===== config.mk =====
export PLATFORM = sky130hd
export DESIGN_NAME = tdma_slice_sched
export DESIGN_NICKNAME = d
export VERILOG_FILES = /design/src/rtl/tdma_slice_sched.sv
export SDC_FILE = /design/constraint.sdc
export NUM_CORES = 2
export LEC_CHECK = 0
export BUFFER_PORTS_ARGS = -buffer_cell sky130_fd_sc_hd__buf_4
export CORE_MARGIN = 4
export CORE_UTILIZATION = 65
export CTS_CLUSTER_SIZE = 28
export DETAILED_ROUTE_END_ITERATION = 16
export PLACE_DENSITY = 0.85
export SETUP_SLACK_MARGIN = 0.3
export SLEW_MARGIN = 20
export SYNTH_ARGS = -nofsm -noshare
export SYNTH_HDL_FRONTEND = slang
export SYNTH_SLANG_ARGS = --single-unit

===== constraint.sdc =====
create_clock -name clk -period 6.65 [get_ports clk]
set_input_delay 0.3325 -clock clk [delete_from_list [all_inputs] [get_ports clk]]
set_output_delay 0.3325 -clock clk [all_outputs]
set_load 0.01 [all_outputs]

===== src/rtl/tdma_slice_sched.sv =====
// Per-slice TDMA window scheduler: double-buffered slice configuration with
// wrap-aligned commits, local/TSF-locked/one-shot phase sources and edge pulses.
module tdma_slice_sched #(
   parameter int NUM_SLICE   = 4,
   parameter int CNT_WIDTH   = 25,
   parameter int TIMER_WIDTH = 64,
   localparam int IDX_WIDTH  = (NUM_SLICE > 1) ? $clog2(NUM_SLICE) : 1
) (
   input  logic                   clk,
   input  logic                   rstn,
   input  logic                   cfg_wr_en,
   input  logic [IDX_WIDTH-1:0]   cfg_idx,
   input  logic [1:0]             cfg_sel,
   input  logic [CNT_WIDTH-1:0]   cfg_data,
   input  logic                   cfg_commit,
   input  logic [TIMER_WIDTH-1:0] tsf_runtime_val,
   input  logic [TIMER_WIDTH-1:0] tsf_offset,
   output logic [NUM_SLICE-1:0]   slice_en,
   output logic [NUM_SLICE-1:0]   slice_start_pulse,
   output logic [NUM_SLICE-1:0]   slice_end_pulse,
   output logic [NUM_SLICE-1:0]   commit_pending
);

   logic [TIMER_WIDTH-1:0] tsf_sum;
   logic [CNT_WIDTH-1:0]   tsf_phase;
   logic                   tsf_high_unused;

   // Only the low bits of the compensated TSF matter; the sum wraps modulo 2^TIMER_WIDTH.
   assign tsf_sum         = tsf_runtime_val + tsf_offset;
   assign tsf_phase       = tsf_sum[CNT_WIDTH-1:0];
   assign tsf_high_unused = ^tsf_sum[TIMER_WIDTH-1:CNT_WIDTH];

   for (genvar gi = 0; gi < NUM_SLICE; gi++) begin : g_slice
      logic [CNT_WIDTH-1:0] sh_total_q, sh_total_d, sh_start_q, sh_start_d, sh_end_q, sh_end_d;
      logic [CNT_WIDTH-1:0] act_total_q, act_total_d, act_start_q, act_start_d, act_end_q, act_end_d;
      logic [1:0]           sh_mode_q, sh_mode_d, act_mode_q, act_mode_d;
      logic [CNT_WIDTH-1:0] cnt_q, cnt_d, phase;
      logic                 done_q, done_d, pend_q, pend_d, en_q, en_d, en_prev_q, en_prev_d;
      logic                 hit, wr, cm, wrap, apply, in_win;

      always_comb begin
         hit = (cfg_idx == IDX_WIDTH'(gi));
         wr  = cfg_wr_en & hit;
         cm  = cfg_commit & hit;

         sh_total_d = sh_total_q;
         sh_start_d = sh_start_q;
         sh_end_d   = sh_end_q;
         sh_mode_d  = sh_mode_q;
         if (wr) begin
            case (cfg_sel)
               2'd0:    sh_total_d = cfg_data;
               2'd1:    sh_start_d = cfg_data;
               2'd2:    sh_end_d   = cfg_data;
               default: sh_mode_d  = cfg_data[1:0];
            endcase
         end

         wrap  = (cnt_q == act_total_q);
         apply = pend_q & ((act_mode_q == 2'd0) | wrap);

         phase  = (act_mode_q == 2'd2) ? tsf_phase : cnt_q;
         in_win = (act_start_q <= act_end_q) ?
                  ((phase >= act_start_q) && (phase <= act_end_q)) :
                  ((phase >= act_start_q) || (phase <= act_end_q));
         en_d      = in_win & (act_mode_q != 2'd0) & ~done_q;
         en_prev_d = en_q;

         act_total_d = act_total_q;
         act_start_d = act_start_q;
         act_end_d   = act_end_q;
         act_mode_d  = act_mode_q;
         done_d      = done_q;
         pend_d      = pend_q | cm;
         cnt_d       = cnt_q;
         // The local counter also free-runs in TSF mode so commits still land on a wrap.
         case (act_mode_q)
            2'd0: cnt_d = '0;
            2'd3: begin
               if (!done_q) begin
                  if (wrap) done_d = 1'b1;
                  else      cnt_d  = cnt_q + CNT_WIDTH'(1);
               end
            end
            default: cnt_d = wrap ? '0 : cnt_q + CNT_WIDTH'(1);
         endcase

         // Apply takes the shadow including a write landing this very cycle.
         if (apply) begin
            act_total_d = sh_total_d;
            act_start_d = sh_start_d;
            act_end_d   = sh_end_d;
            act_mode_d  = sh_mode_d;
            cnt_d       = '0;
            done_d      = 1'b0;
            pend_d      = 1'b0;
         end
      end

      always_ff @(posedge clk or negedge rstn) begin
         if (!rstn) begin
            sh_total_q  <= '0;
            sh_start_q  <= '0;
            sh_end_q    <= '0;
            sh_mode_q   <= '0;
            act_total_q <= '0;
            act_start_q <= '0;
            act_end_q   <= '0;
            act_mode_q  <= '0;
            cnt_q       <= '0;
            done_q      <= 1'b0;
            pend_q      <= 1'b0;
            en_q        <= 1'b0;
            en_prev_q   <= 1'b0;
         end else begin
            sh_total_q  <= sh_total_d;
            sh_start_q  <= sh_start_d;
            sh_end_q    <= sh_end_d;
            sh_mode_q   <= sh_mode_d;
            act_total_q <= act_total_d;
            act_start_q <= act_start_d;
            act_end_q   <= act_end_d;
            act_mode_q  <= act_mode_d;
            cnt_q       <= cnt_d;
            done_q      <= done_d;
            pend_q      <= pend_d;
            en_q        <= en_d;
            en_prev_q   <= en_prev_d;
         end
      end

      assign slice_en[gi]          = en_q;
      assign slice_start_pulse[gi] = en_q & ~en_prev_q;
      assign slice_end_pulse[gi]   = ~en_q & en_prev_q;
      assign commit_pending[gi]    = pend_q;
   end

endmodule


==> impl_results.md <==
* WP data arrival at 6010 ps
* Netlist Area Pre-Place at 0.0391 mm2
* Area Growth Syn to Fin at 10.2%
* Setup slack, reg-to-reg at 2620 ps
* Critical Path Start Type: primary input
* Ys flop type: dfrtp_1
* Worst-Skew Late Latency at 630 ps
* Worst Hold Launch: cfg_idx[1]
* CTS tree: yes
* Worst hold path depth at 3
* Min Tclk post-route at 5480 ps
* PwrDens at 377 mW/mm2
* Mux cell area share after synthesis at 13.7%
* Most frequent cells after synthesis: dfrtp_1, mux2_2, nand2_1
* First-pass GRT wire length at 165000 um
* Synth Area in Simple Gates at 10.1%
* Clk sinks at 732
* Reg2Reg Depth at 13
* Max Slew Vio Count at 0
* Die ar. at 0.0642 mm2
* Slew at the pin closest to its max-slew limit at 1330 ps
* Status: finished clean
* Critical Path RT at 7180 ps
* Chip width at 253 um
* Post-Synthesis Cells at 3671
* Count leader, synth: dfrtp_1
* Synth Area in Adders at 11.0%
* Total GRT Usage at 33.6%
* Setup crit start: tsf_offset[0]
* Yosys cell types at 81
* Main combinational cell family by area after synthesis: multiplexers
* Sequential share of the synthesized area at 46.8%
* Clock Path Buffers at 3
* End of the worst register-to-register path: g_slice[2].en_prev_d
* ANT nets after route at 0
* Leakage at 0.0207 uW
* Worst Skew at 27.8 ps
* Vias at 28977
* Dominant cells by area after synthesis: dfrtp_1, mux2_2, ha_1
* Slowest stage cell, crit path: a31oi_1
* Residual DRC at 0
* HPWL after DPL at 72200 um
* Overflow after GRT at 0
* Antenna violations before repair at 18
* Area fraction in compound gates after synthesis at 11.0%
* Hold Path Class: in -> reg
* Final Wtd Congestion at 0.968
* Syn Nets at 4173
* Ys async rst share at 100%
* RR Startpoint: g_slice[2].act_mode_q[0]
* Max cap viols at 0
* CP max stage delay at 620 ps
* Post-synth top area cell: dfrtp_1
* First-pass DRT Iterations at 6
* Peak Freq at 183 MHz
* Final period util at 82.4%
* VDD IR-drop max at 0.000268 V
* Post-CTS setup buffers at 0
* CTS root buf: clkbuf_16
* Crit path cell chain: buf_4 -> ha_1 -> inv_1 -> fa_1 -> nor2b_1 -> o2111ai_1 -> a31oi_1 -> o2111ai_1 -> a311oi_1 -> o21ai_0 -> a21boi_1 -> a21oi_1 -> mux2_2 -> ha_1 -> nand4_1 -> or4_1 -> o31a_1 -> maj3_1 -> nor3_1
* Final Hold Fails at 0
* Core region area at 0.0592 mm2
* Number of global-route vias before repair at 28835
* TNS Setup at 0 ps
* IO buf count at 98
* Worst Hold End: g_slice[3].pend_q
* CP max FO at 3
* Fin nets at 4233
* Share of cells above drive strength 1 at 20.4%
* Drt first-iter violations at 3122
* Xor and xnor fraction of the mapped netlist area at 3.23%
* Io pins at 177
* Post-synth EDFFs at 0
* Post_cts resized at 0
* Rel. slew slack at 11.1%
* Per-cell routed wire length at 23.4 um
* WHS at 20.3 ps
* Vias per cell at 6.34
* Ys Warns at 0
* Die height at 253 um
* Area share of the largest cell type after synthesis at 46.8%
* Largest net degree at the start of global routing at 182
* Row count at 89
* RSZ-0062 raised after global routing: no
* Worst setup path class: in -> reg
* CTS Buf Count at 76
* FF+latch count, synth at 732
* Post-CTS Hold Buffers at 2
* CTS H-Tree Depth at 3
* Post-Route WL at 107000 um
* Clock-pin slew on the worst setup and hold paths at 60 ps
* Syn_area_per_cell at 10.7 um2
* Share of the core filled with cells at 72.7%
* CP endpoint kind: flop
* Initial Util at 66.0%
* Final setup fails at 0
[worst max-delay path by stage]
stage / endpoint / slack (ps) / cells after the start
2_1_floorplan: g_slice[1].en_prev_d / 2270 / 18
3_3_place_gp: g_slice[1].en_prev_d / 1050 / 19
3_5_place_dp: g_slice[1].en_prev_d / 960 / 19
4_1_cts: g_slice[1].en_prev_d / 1390 / 19
5_1_grt: g_slice[1].en_prev_d / 1120 / 19
6_report: g_slice[1].en_prev_d / 1170 / 19
[area by class of cell]
class	instances	area, um2
repair buffers	151	1200
diodes	8	20.0
flip-flops and latches	732	18300
clock buffers	108	2200
inverters	230	863
well taps	773	967
fillers	3934	16200
multi-input cells	2540	19200
clock inverters	27	289
[logic make-up (layout without fill, tap and decap cells)]
| family | count (synthesis) | in the layout |
|---|---|---|
| simple gates | 844 | 844 |
| xor+xnor | 144 | 144 |
| flops | 732 | 732 |
| mux | 477 | 477 |
| buf+inv | 399 | 516 |
| fa+ha+maj | 343 | 343 |
| compound gates | 732 | 732 |
| other cells | 0 | 8 |
[metrics by stage]
stage | setup slack, ps | cells | total power [uW] | cell area [um2]
2_1_floorplan | 2270 | 3671 | 10200 | 39100
3_3_place_gp | 1050 | 4424 | 11500 | 40500
3_5_place_dp | 958 | 4424 | 11900 | 40600
4_1_cts | 1390 | 4561 | 16200 | 43100
5_1_grt | 1120 | 4561 | 17200 | 43100
6_report | 1170 | 4569 | 16300 | 43100
[sequential cells by signal, summed over array words and instances (netlist names)]
register	cells
g_slice.act_end_q	100
g_slice.act_mode_q	8
g_slice.act_start_q	100
g_slice.act_total_q	100
g_slice.cnt_q	100
g_slice.done_q	4
g_slice.en_prev_d	4
g_slice.en_prev_q	4
g_slice.pend_q	4
g_slice.sh_end_q	100
g_slice.sh_mode_q	8
g_slice.sh_start_q	100
g_slice.sh_total_q	100
[power breakdown]
part           internal, uW  leakage [uW]  switching (uW)
Clock                  2470       0.00121            1810
Combinational          2490        0.0105            3430
Sequential             5530       0.00897             529
[critical path: cells and delay by family]
family          cells  cell delay, ps
simple gates        4            1100
fa+ha+maj           4            1430
compound gates      8            2620
buf+inv             2             170
mux                 1             350
[metal layers]
layer  vias up  GRT usage (%)  part of all wire (%)
li1      12964              -                     -
met1     14344           47.6                    41
met2      1353           49.1                    43
met3       308           7.76                    11
met4         8           16.7                   5.1
met5         -              0                 0.050
[cell usage in the layout (no fill, tap or decap), drive strengths merged, types with 8 or more instances in the layout]
master,n
a21o,98
inv,232
clkinv,16
clkbuf,108
dfrtp,732
ha,340
nor2b,40
a31oi,22
or2,8
xor2,91
and4,8
o21a,19
a21oi,134
o21ai,370
diode,8
nand4,70
nor4,26
mux2,466
mux2i,11
nor2,121
nand2b,18
nor3,28
or3,10
a211oi,10
o211ai,8
nand3,57
xnor2,53
buf,149
and3,31
nand2,409
o31ai,20
Power figures use the tool's default switching activity.
